### src/rtl/dbus_pkg.sv
// Shared types for the data-bus arbiter: FSM state encoding and master IDs.
package dbus_pkg;

  typedef enum logic [1:0] {
    IDLE   = 2'd0,
    ACCESS = 2'd1,
    RESP   = 2'd2
  } dbus_state_e;

  localparam logic M_IF  = 1'b0;
  localparam logic M_LSU = 1'b1;

endpackage

### src/rtl/dbus_rr_pick2.sv
// Two-way round-robin pick: a lone requester wins, a tie goes to the master
// that was not granted last.
module dbus_rr_pick2 (
  input  logic i_req0,
  input  logic i_req1,
  input  logic i_last_gnt,
  output logic o_valid,
  output logic o_owner
);

  assign o_valid = i_req0 | i_req1;
  assign o_owner = (i_req0 & i_req1) ? ~i_last_gnt : i_req1;

endmodule

### src/rtl/dbus_arbiter.sv
// Fetch/LSU arbiter for the shared data bus: one transaction in flight,
// round-robin grant, per-access timeout forcing an error completion.
module dbus_arbiter
  import dbus_pkg::*;
#(
  parameter int AW      = 32,
  parameter int DW      = 32,
  parameter int TIMEOUT = 16
) (
  input  logic            clk,
  input  logic            rst,
  input  logic            m0_req,
  input  logic [AW-1:0]   m0_addr,
  input  logic            m1_req,
  input  logic [AW-1:0]   m1_addr,
  input  logic            m1_we,
  input  logic [DW/8-1:0] m1_wstrb,
  input  logic [DW-1:0]   m1_wdata,
  output logic [DW-1:0]   m_rdata,
  output logic            m0_ack,
  output logic            m1_ack,
  output logic            m_err,
  output logic            s_en,
  output logic [AW-1:0]   s_addr,
  output logic            s_we,
  output logic [DW/8-1:0] s_wstrb,
  output logic [DW-1:0]   s_wdata,
  input  logic [DW-1:0]   s_rdata,
  input  logic            s_ack,
  output logic            busy
);

  localparam int TW = (TIMEOUT > 0) ? $clog2(TIMEOUT + 1) : 1;
  localparam logic [TW-1:0] TOUT_LAST = TW'((TIMEOUT > 0) ? TIMEOUT - 1 : 0);
  localparam logic [TW-1:0] TOUT_MAX  = {TW{1'b1}};

  dbus_state_e     r_state;
  logic            r_last_gnt;
  logic            r_owner;
  logic [TW-1:0]   r_tout;
  logic            r_s_en;
  logic [AW-1:0]   r_s_addr;
  logic            r_s_we;
  logic [DW/8-1:0] r_s_wstrb;
  logic [DW-1:0]   r_s_wdata;
  logic [DW-1:0]   r_m_rdata;
  logic            r_m0_ack;
  logic            r_m1_ack;
  logic            r_m_err;

  logic            w_pick_valid;
  logic            w_pick_owner;
  logic            w_tout_hit;

  dbus_rr_pick2 u_pick (
    .i_req0     (m0_req),
    .i_req1     (m1_req),
    .i_last_gnt (r_last_gnt),
    .o_valid    (w_pick_valid),
    .o_owner    (w_pick_owner)
  );

  assign w_tout_hit = (TIMEOUT != 0) && (r_tout == TOUT_LAST);

  always_ff @(posedge clk) begin
    if (rst) begin
      r_state    <= IDLE;
      r_last_gnt <= M_IF;
      r_owner    <= M_IF;
      r_tout     <= '0;
      r_s_en     <= 1'b0;
      r_s_addr   <= '0;
      r_s_we     <= 1'b0;
      r_s_wstrb  <= '0;
      r_s_wdata  <= '0;
      r_m_rdata  <= '0;
      r_m0_ack   <= 1'b0;
      r_m1_ack   <= 1'b0;
      r_m_err    <= 1'b0;
    end else begin
      unique case (r_state)
        IDLE: begin
          if (w_pick_valid) begin
            r_owner    <= w_pick_owner;
            r_last_gnt <= w_pick_owner;
            r_tout     <= '0;
            r_s_en     <= 1'b1;
            r_state    <= ACCESS;
            if (w_pick_owner == M_LSU) begin
              r_s_addr  <= m1_addr;
              r_s_we    <= m1_we;
              r_s_wstrb <= m1_wstrb;
              r_s_wdata <= m1_wdata;
            end else begin
              // Fetch is read-only, so the write side is zeroed.
              r_s_addr  <= m0_addr;
              r_s_we    <= 1'b0;
              r_s_wstrb <= '0;
              r_s_wdata <= '0;
            end
          end
        end
        ACCESS: begin
          if (s_ack || w_tout_hit) begin
            // A slave ack in the timeout cycle still counts as success.
            r_m_rdata <= (s_ack && !r_s_we) ? s_rdata : '0;
            r_m_err   <= !s_ack;
            r_m0_ack  <= (r_owner == M_IF);
            r_m1_ack  <= (r_owner == M_LSU);
            r_s_en    <= 1'b0;
            r_state   <= RESP;
          end else if (r_tout != TOUT_MAX) begin
            r_tout <= r_tout + 1'b1;
          end
        end
        RESP: begin
          r_m0_ack <= 1'b0;
          r_m1_ack <= 1'b0;
          r_m_err  <= 1'b0;
          r_state  <= IDLE;
        end
        default: begin
          r_s_en  <= 1'b0;
          r_state <= IDLE;
        end
      endcase
    end
  end

  assign m_rdata = r_m_rdata;
  assign m0_ack  = r_m0_ack;
  assign m1_ack  = r_m1_ack;
  assign m_err   = r_m_err;
  assign s_en    = r_s_en;
  assign s_addr  = r_s_addr;
  assign s_we    = r_s_we;
  assign s_wstrb = r_s_wstrb;
  assign s_wdata = r_s_wdata;
  assign busy    = (r_state != IDLE);

endmodule

### config.mk
export PLATFORM = sky130hd
export DESIGN_NAME = dbus_arbiter
export DESIGN_NICKNAME = d
export VERILOG_FILES = /design/src/rtl/dbus_pkg.sv /design/src/rtl/dbus_rr_pick2.sv /design/src/rtl/dbus_arbiter.sv
export SDC_FILE = /design/constraint.sdc
export NUM_CORES = 1
export LEC_CHECK = 0
export ABC_CLOCK_PERIOD_IN_PS = 3800
export BUFFER_PORTS_ARGS = -buffer_cell sky130_fd_sc_hd__buf_2
export CAP_MARGIN = 25
export CORE_UTILIZATION = 47
export CTS_CLUSTER_DIAMETER = 50
export DETAILED_ROUTE_END_ITERATION = 12
export PLACE_DENSITY = 0.95
export RECOVER_POWER = 25
export SLEW_MARGIN = 20
export SYNTH_ARGS = -nofsm -noshare
export SYNTH_HDL_FRONTEND = slang
export SYNTH_SLANG_ARGS = --single-unit
### constraint.sdc
create_clock -name clk -period 3.8 [get_ports clk]
set_input_delay 0.38 -clock clk [delete_from_list [all_inputs] [get_ports clk]]
set_output_delay 0.38 -clock clk [all_outputs]
set_load 0.05 [all_outputs]
After elaboration in Yosys (flattened, before gate mapping)
Index checks and enable logic that the tools add are counted.

Bits in registers: 113. Bits in latches: 0. Bits in writable memories: 0. Bits in read-only memories: 0. Bits of input ports: 138. Output and inout port bits: 106. Word-level logic and storage cells: 61. Memories kept: 0.

Add/sub/neg operators: 1. Multipliers: 0. Div/mod/pow operators: 0. Order comparisons: 0. Eq/ne operators: 8. Shifts and indexed selects: 0. Muxes and demuxes: 22. Bitwise gates (word level): 4. Reduce and logical (&&, ||, !) cells: 14.

Operator list (number): 2-to-1 mux 32 bit (3); 2-to-1 mux 5 bit (3); one-hot mux 5 bit (2 select lines) (1); AND reduction 2 bit (4); 2-to-1 mux 1 bit (7); != test 2 bit (second input constant) (3); one-hot mux 1 bit (2 select lines) (3); nonzero test 2 bit (3); adder 5 x 1 -> 5 bit (second input constant) (1); == test 5 x 4 -> 1 bit (second input constant) (1); != test 5 bit (second input constant) (1); 2-to-1 mux 2 bit (2); 2-to-1 mux 4 bit (1); one-hot mux 2 bit (2 select lines) (1); AND reduction 4 bit (1); one-hot mux 1 bit (3 select lines) (1); AND reduction 3 bit (1); == test 2 x 1 -> 1 bit (second input constant) (1); == test 2 bit (second input constant) (1); zero test 1 bit (2); zero test 2 bit (1); != test 2 x 1 -> 1 bit (second input constant) (1); NOT 1 bit (2); AND 1 bit (1); 3 further kinds (3).

Depth between registers and ports, before layout
Gate-level depths: netlist (run 1).

Word-level depth: 4. Gate-level depth with buffers: 8. Depth with buffers taken out: 7.

Modules after synthesis
A second synthesis (run 1) with hierarchy kept.

Cells, all modules: 460. Area, all modules: 4539.4 sq um.

By module, submodules not included: dbus_arbiter (times used 1, cells each 458, area an instance 4525.6 sq um, sequential area each 2262.2 sq um); dbus_rr_pick2 (times used 1, cells each 2, area an instance 13.8 sq um, sequential area each 0.0 sq um).

Worst setup path before layout (run 1)
No wires, ideal clock.

Path type: reg-to-reg. Start: reg r_tout[0]. End: reg r_m_rdata[10], in the netlist m_rdata[10]. Setup time: 0.060 ns. Arrival: 1.851 ns. Required time: 3.740 ns. Setup slack: 1.888 ns. Stages on the path, launching flop included: 9. Path buffers: 1. Period minus slack after synthesis: 1.912 ns. Cells stage by stage: dfxtp_1 > ha_1 > and3_1 > ha_1 > nor2_1 > nor2_1 > nor2_1 > buf_2 > a22o_1.

Word-level cells in the longest chain between the ends: 3.

Ends and longest elaborated chain: start, declared (line dbus_arbiter.sv:40) `logic [TW-1:0] r_tout;`; start signal, assigned (line dbus_arbiter.sv:113) `r_tout <= r_tout + 1'b1;`; == test 5 x 4 -> 1 bit (line dbus_arbiter.sv:63) `assign w_tout_hit = (TIMEOUT != 0) && (r_tout == TOUT_LAST);`; logical OR 1 bit (line dbus_arbiter.sv:104) `if (s_ack || w_tout_hit) begin`; AND reduction 2 bit (no line); end signal, assigned (line dbus_arbiter.sv:106) `r_m_rdata <= (s_ack && !r_s_we) ? s_rdata : '0;`; end, declared (line dbus_arbiter.sv:46) `logic [DW-1:0] r_m_rdata;`.

Every way passes these cells. A chain may end at the register's enable or synchronous reset.

Worst setup path in the final report (run 1)
Start: reg r_tout[0]. End: reg r_tout[1].

Word-level cells in the longest chain between the ends: 4. Elaborated cells between the ends (all ways): 10. Classes of those cells: add/sub (1); eq/ne (4); mux (3); reduce/logical (2).

Ends and longest elaborated chain (line): adder 5 x 1 -> 5 bit or == test 5 x 4 -> 1 bit (tied branches) (dbus_arbiter.sv:113, dbus_arbiter.sv:63); 2-to-1 mux 5 bit or logical OR 1 bit (tied branches) (dbus_arbiter.sv:112, dbus_arbiter.sv:104); 2-to-1 mux 5 bit or != test 2 bit (tied branches); one-hot mux 5 bit (2 select lines) or AND reduction 4 bit (tied branches).

Parallel ways exist; a longest one is shown, timed or not. The select of a mux whose other input is x is not followed.

==> results of run 1 <==
area by class of cell:
cell class,instances,area share
well taps,108,0.02258
clock buffers,21,0.07671
clock inverters,10,0.02634
inverters,3,0.001881
repair buffers,250,0.2040
multi-input cells,295,0.2906
flip-flops and latches,113,0.3779
sequential cells by signal, summed over array words and instances, names as in the netlist:
register  flops
m0_ack        1
m1_ack        1
m_err         1
m_rdata      32
r_owner       1
r_state       2
r_tout        5
s_addr       32
s_en          1
s_wdata      32
s_we          1
s_wstrb       4
placed cells by master, fill, tap and decap left out, types with 2 or more instances in the layout:
cell	Yosys	layout
bufinv_16	0	4
or4_1	2	2
o31ai_1	2	2
and3_1	2	2
buf_2	11	189
clkbuf_8	0	4
clkbuf_16	0	16
inv_1	3	3
clkinvlp_4	0	3
ha_1	3	3
buf_4	6	6
a311oi_1	32	32
o21ai_0	8	8
dfxtp_1	113	113
clkbuf_1	21	55
a21oi_1	11	11
clkinv_2	0	3
nor2_1	79	77
a22o_1	33	33
nand2b_1	3	3
nand2_1	68	68
a22oi_1	38	38
final timing paths:
check	endpoint	start	slack, ns	depth (start not counted)
min reg2reg	m_rdata[27]$_SDFFE_PP0P_	m_rdata[27]$_SDFFE_PP0P_	0.47	1
max reg2reg	r_tout[1]$_SDFFE_PP0P_	r_tout[0]$_SDFFE_PP0P_	1.48	7
min	m_rdata[3]$_SDFFE_PP0P_	s_rdata[3]	0.11	2
max	r_tout[1]$_SDFFE_PP0P_	r_tout[0]$_SDFFE_PP0P_	1.48	7
synthesized netlist by cell type (all sizes together):
cell type | count | area share
a21bo | 1 | 0.0024
a21boi | 1 | 0.0018
a21oi | 11 | 0.013
a22o | 33 | 0.069
a22oi | 38 | 0.068
a311oi | 32 | 0.067
a32oi | 1 | 0.0021
a41oi | 1 | 0.0021
and2 | 1 | 0.0015
and3 | 2 | 0.0030
buf | 18 | 0.027
clkbuf | 21 | 0.019
dfxtp | 113 | 0.54
ha | 3 | 0.0090
inv | 3 | 0.0027
nand2 | 68 | 0.061
nand2b | 3 | 0.0045
nand3 | 1 | 0.0012
nand4 | 1 | 0.0015
nor2 | 79 | 0.071
nor3 | 2 | 0.0036
nor4 | 1 | 0.0030
nor4b | 1 | 0.0021
o21ai | 8 | 0.0096
o31ai | 2 | 0.0036
or2 | 3 | 0.0051
or4 | 2 | 0.0036
worst reg2reg max path: stages, from the launching register on:
cell	delay (ns)
dfxtp_1	0.34
ha_1	0.24
and3_1	0.22
ha_1	0.22
or2_2	0.32
nor4b_1	0.62
nand2_1	0.12
a21oi_1	0.16
power by group through the flow:
stage	clock network [mW]	registers, mW	logic, mW
floorplan	0	1.60	0.218
global placement	0	1.33	0.656
detailed placement	0	1.34	0.683
CTS	1.65	1.31	0.685
global route	1.72	1.33	0.722
finish	1.62	1.32	0.672
layer usage:
layer,vias to the layer above,GRT usage,routed length [um]
met2,168,0.4243,5931
met4,0,0.08831,91
li1,2079,-,-
met3,10,0.07425,753
met5,-,0,0
met1,1976,0.2512,4669
metrics by stage:
step           hold WS (ns)  utilization
6_report             0.1056       0.6897
5_1_grt             0.06906       0.6897
4_1_cts             0.07710       0.6975
3_5_place_dp         0.4595       0.6264
3_3_place_gp         0.4553       0.6233
2_1_floorplan        0.4532            -
cells by family after synthesis:
group	after synthesis	share of synthesized area
compound gates	128	0.2395
simple gates	164	0.1613
buf+inv	42	0.04826
flops	113	0.5420
fa+ha+maj	3	0.008994
==> flow_metrics.py, run 1 <==
metrics = {
    "place": {
        "port_buffers": 243,
        "routabilityCongestion": 0.7594,
        "place_inst": 769,
        "postPlaceCellArea_sq_mm": 0.005436,
        "hpwlAfterDp_mm": 8.108,
        "preCtsSetupSlack_ns": 1.534,
    },
    "layout": {
        "stdcell_area_sq_mm": 0.005986,
        "multi_input_area_sq_mm": 0.001739,
        "fillerInstances": 697,
        "drive_above_1_share": 0.3382,
        "register_area_sq_mm": 0.002262,
        "nNetsFinal": 821,
        "final_cells": 800,
        "area_growth_pct": 43.41,
        "antenna_cells": 0,
    },
    "clock_tree": {
        "holdBufCountCts": 0,
        "insertion_delay_ns": 0.49,
        "postCtsSetupBuffers": 0,
        "cts_resized": 0,
        "tritoncts": "done",
        "clock-root-buffer": "clkbuf_8",
        "cts_sinks": 113,
        "clk_pin_slew_ns": 0.05,
        "cts_max_level": 4,
        "cts_inserted_buffers": 17,
        "cts_max_path_buffers": 2,
    },
    "power": {
        "sw_frac_of_total": 0.2910,
        "totalPowerFinal_mw": 3.612,
        "p_seq_frac": 0.364,
        "ir_drop_mv": 0.3335,
        "p_int_mw": 2.561,
        "switchingPower_mw": 1.051,
        "pwr-share-clk": 0.450,
        "p_comb_frac": 0.186,
        "p_leak_nw": 2.748,
        "power_density_mw_per_mm2": 603.5,
    },
    "setup_path": {
        "cp-start-kind": "register",
        "end_kind": "register",
        "worstSetupPathType": "register to register",
        "crit_buf_inv": 0,
        "cp_common_cell": "ha_1",
        "arrival_ns": 2.73,
        "cp_data_required_time_ns": 4.21,
        "crit_chain": "ha_1 > and3_1 > ha_1 > or2_2 > nor4b_1 > nand2_1 > a21oi_1",
        "max_stage_delay_ns": 0.62,
        "cp_max_fo": 5,
        "critPathTopFamily": "simple AND/OR/NAND/NOR gates",
        "crit_slowest_cell": "nor4b_1",
    },
    "die": {
        "row_count": 34,
        "coreArea_sq_mm": 0.008678,
        "die_y_um": 96.24,
        "io_pins": 244,
        "dieArea_sq_mm": 0.009262,
        "initial_core_util": 0.4810,
        "die_w_um": 96.24,
    },
    "drt": {
        "via_per_inst": 5.291,
        "wl_per_cell_um": 14.31,
        "drc_errors": 0,
        "vias": 4233,
        "wirelength_mm": 11.45,
        "drtIter0Drc": 175,
        "drtPass1Iterations": 4,
        "ant_nets": 0,
    },
    "logic_synthesis": {
        "ys_ff_latch": 113,
        "synth_cells": 450,
        "yosysUniqueCellTypes": 32,
        "synth_warnings": 0,
        "seq_area_frac_synth": 0.5420,
        "avgSynthCellArea_sq_um": 9.276,
        "synth_area_sq_mm": 0.004174,
        "synth_fp_nets": 591,
    },
    "timing": {
        "setup_viol": 0,
        "skew_ns": 0.008016,
        "worst_slack_ns": 1.476,
        "worst_pin_slew_ns": 1.017,
        "period_share": 0.6116,
        "maxSlewHeadroom": 0.3219,
        "hold_violations": 0,
        "grt_setup_unrepaired": "no",
        "fmax_ghz": 0.4303,
        "slew_viol_final": 0,
        "fin_tns_setup_ns": 0,
        "layout_min_cycle_time_ns": 2.324,
    },
    "grt": {
        "grt_usage": 0.2338,
        "overflow": 0,
        "grt_pass1_vias": 3803,
        "grt_max_degree": 57,
        "grt_pass1_wl_mm": 16.53,
        "antenna_found_initial": 0,
    },
    "run": {
        "drv_cap": 0,
    },
    "worst_hold_path": {
        "min_path_type": "primary input to register",
    },
    "status": {
        "outcome": "finished clean",
    },
}
Note: power is estimated with default switching activity, not from simulation.
==> run 2, diff against run 1 <==
--- a/config.mk
+++ b/config.mk
@@ -5,13 +5,13 @@
 export SDC_FILE = /design/constraint.sdc
 export NUM_CORES = 1
 export LEC_CHECK = 0
-export ABC_CLOCK_PERIOD_IN_PS = 3800
+export ABC_CLOCK_PERIOD_IN_PS = 2100
 export BUFFER_PORTS_ARGS = -buffer_cell sky130_fd_sc_hd__buf_2
 export CAP_MARGIN = 25
-export CORE_UTILIZATION = 47
+export CORE_UTILIZATION = 39
 export CTS_CLUSTER_DIAMETER = 50
 export DETAILED_ROUTE_END_ITERATION = 12
-export PLACE_DENSITY = 0.95
+export PLACE_DENSITY = 0.86
 export RECOVER_POWER = 25
 export SLEW_MARGIN = 20
 export SYNTH_ARGS = -nofsm -noshare
==> constraint.sdc (replaced) <==
create_clock -name clk -period 2.1 [get_ports clk]
set_input_delay 0.21 -clock clk [delete_from_list [all_inputs] [get_ports clk]]
set_output_delay 0.21 -clock clk [all_outputs]
set_load 0.05 [all_outputs]
==> flow_metrics.py, run 2 (same netlist as run 1, synthesis figures left out) <==
metrics = {
    "layout": {
        "post-route-util": 0.7278,
        "area_growth_pct": 80.82,
        "nNetsFinal": 969,
        "fillerInstances": 710,
        "stdcell_area_sq_mm": 0.007547,
        "final_common_cell": "buf_2",
        "antenna_cells": 0,
        "most-common-layout-cells": "190 x buf_2, 126 x dlygate4sd3_1, 112 x dfxtp_1, 76 x nor2_1, 68 x nand2_1",
        "drive_above_1_share": 0.3068,
    },
    "die": {
        "initial_core_util": 0.4025,
        "die_y_um": 105.5,
        "dieArea_sq_mm": 0.01112,
        "row_count": 37,
        "die_w_um": 105.5,
        "coreArea_sq_mm": 0.01037,
        "io_pins": 244,
    },
    "grt": {
        "grt_max_degree": 65,
        "antenna_found_initial": 0,
        "grt_usage": 0.2802,
        "grt_pass1_vias": 5252,
        "grt_pass1_wl_mm": 24.70,
        "overflow": 0,
    },
    "clock_tree": {
        "cts_max_path_buffers": 2,
        "clk_pin_slew_ns": 0.06,
        "cts_max_level": 4,
        "cts_inserted_buffers": 17,
        "cts_sinks": 113,
        "clock-root-buffer": "clkbuf_8",
        "insertion_delay_ns": 0.51,
        "tritoncts": "done",
    },
    "timing": {
        "grt_setup_unrepaired": "yes",
        "slew_viol_final": 0,
        "maxSlewHeadroom": 0.5649,
        "period_share": 0.9821,
        "setup_viol": 0,
        "worst_pin_slew_ns": 0.6555,
        "fin_tns_setup_ns": 0,
        "layout_min_cycle_time_ns": 2.062,
        "fmax_ghz": 0.4849,
        "hold_violations": 0,
        "skew_ns": 0.009699,
        "worst_slack_ns": 0.03769,
    },
    "place": {
        "hpwlAfterDp_mm": 7.823,
        "routabilityCongestion": 0.8136,
        "preCtsSetupSlack_ns": 0.1210,
        "port_buffers": 243,
        "postPlaceCellArea_sq_mm": 0.005522,
    },
    "drt": {
        "via_per_inst": 5.373,
        "wl_per_cell_um": 17.15,
        "wirelength_mm": 16.75,
        "ant_nets": 0,
        "drtIter0Drc": 540,
        "drc_errors": 0,
        "drtPass1Iterations": 5,
        "vias": 5249,
    },
    "worst_hold_path": {
        "hold_path_end": "r_tout[1]$_SDFFE_PP0P_",
        "min_path_cells": 4,
        "hp-start": "m1_req",
        "min_path_type": "primary input to register",
    },
    "setup_path": {
        "reg2regPathDepth": 6,
        "cp-start-kind": "register",
        "cp_data_required_time_ns": 2.55,
        "cp_max_fo": 16,
        "path_depth": 6,
        "critPathTopFamily": "buffers and inverters",
        "crit_chain": "or2_4 > nor2_4 > clkbuf_16 > nor2_1 > a311oi_1 > dlygate4sd3_1",
        "crit_slowest_cell": "dlygate4sd3_1",
        "r2r_start": "r_state[0]$_SDFFE_PP0P_",
        "max_stage_delay_ns": 0.59,
        "worstSetupPathType": "register to register",
        "end_kind": "register",
        "crit_buf_inv": 2,
        "r2r-end": "s_addr[22]$_SDFFE_PP0P_",
        "reg2reg_slack_ns": 0.04,
        "arrival_ns": 2.51,
    },
    "power": {
        "p_comb_frac": 0.235,
        "power_density_mw_per_mm2": 899.6,
        "sw_frac_of_total": 0.3130,
        "ir_drop_mv": 0.6652,
        "switchingPower_mw": 2.125,
        "pwr-share-clk": 0.413,
        "p_int_mw": 4.665,
        "p_seq_frac": 0.352,
        "p_leak_nw": 3.529,
        "totalPowerFinal_mw": 6.790,
    },
    "run": {
        "drv_cap": 0,
    },
    "status": {
        "outcome": "finished clean",
    },
}
## run 2: cell types whose count changed in the layout (fill, tap and decap cells not counted), sizes merged
cell | previous run | this run
clkbuf | 75 | 76
clkinv | 3 | 4
bufinv | 4 | 2
dlymetal6s4s | 0 | 8
clkinvlp | 3 | 4
dlygate4sd3 | 0 | 126
inv | 3 | 4
buf | 196 | 209
## run 2: tightest hold or removal path, cell delays in order
cell     delay, ns
buf_2         0.12
o31ai_2       0.11
o21ai_0       0.15
a21oi_1       0.06
## run 2: cell type report
| class | instances | area (sq um) | share of cell area |
|---|---|---|---|
| Sequential cell | 113 | 2266 | 0.3002 |
| Multi-Input combinational cell | 295 | 1782 | 0.2361 |
| Inverter | 3 | 11.26 | 0.001492 |
| Timing Repair Buffer | 398 | 2729 | 0.3616 |
| Clock inverter | 11 | 130.1 | 0.01724 |
| Tap cell | 136 | 170.2 | 0.02255 |
| Clock buffer | 21 | 459.2 | 0.06084 |
## run 2: repair_timing
| item | CTS | global route |
|---|---|---|
| hold buffers | 134 | 0 |
| resized for setup | 0 | 18 |
| hold endpoints to repair | 102 | 0 |
| buffers inserted | 0 | 6 |
| endpoints found under the setup margin | 0 | 31 |
## run 2: stage by stage
stage / hold WS, ns / std cells
2_1_floorplan: 0.3355 / 450
3_3_place_gp: 0.4183 / 803
3_5_place_dp: 0.4233 / 803
4_1_cts: 0.1687 / 969
5_1_grt: 0.2199 / 977
6_report: 0.1949 / 977
## run 2: layer usage
metal	global-route usage	wire (um)	vias up
li1	-	-	2370
met1	0.2927	6275	2420
met2	0.5066	8330	365
met3	0.07792	1345	94
met4	0.1509	800	0
met5	0	0	-
## run 2: power groups by stage
stage / registers [mW] / clock network (mW) / logic (mW)
2_1_floorplan: 2.90 / 0 / 0.394
3_3_place_gp: 2.41 / 0 / 1.23
3_5_place_dp: 2.42 / 0 / 1.24
4_1_cts: 2.37 / 2.83 / 1.48
5_1_grt: 2.40 / 2.94 / 1.68
6_report: 2.39 / 2.81 / 1.60
## run 2: worst max-delay path by stage
stage / start / end / slack, ns
final: r_state[0]$_SDFFE_PP0P_ / s_addr[22]$_SDFFE_PP0P_ / 0.04
after global routing: r_state[0]$_SDFFE_PP0P_ / s_addr[26]$_SDFFE_PP0P_ / -0.09
after CTS: r_owner$_SDFFE_PP0P_ / s_addr[19]$_SDFFE_PP0P_ / 0.03
after detailed placement: r_tout[1]$_SDFFE_PP0P_ / r_tout[3]$_SDFFE_PP0P_ / 0.12
after global placement: r_tout[1]$_SDFFE_PP0P_ / r_tout[3]$_SDFFE_PP0P_ / 0.17
after floorplan: r_tout[0]$_SDFFE_PP0P_ / m_rdata[10]$_SDFFE_PP0P_ / 0.19
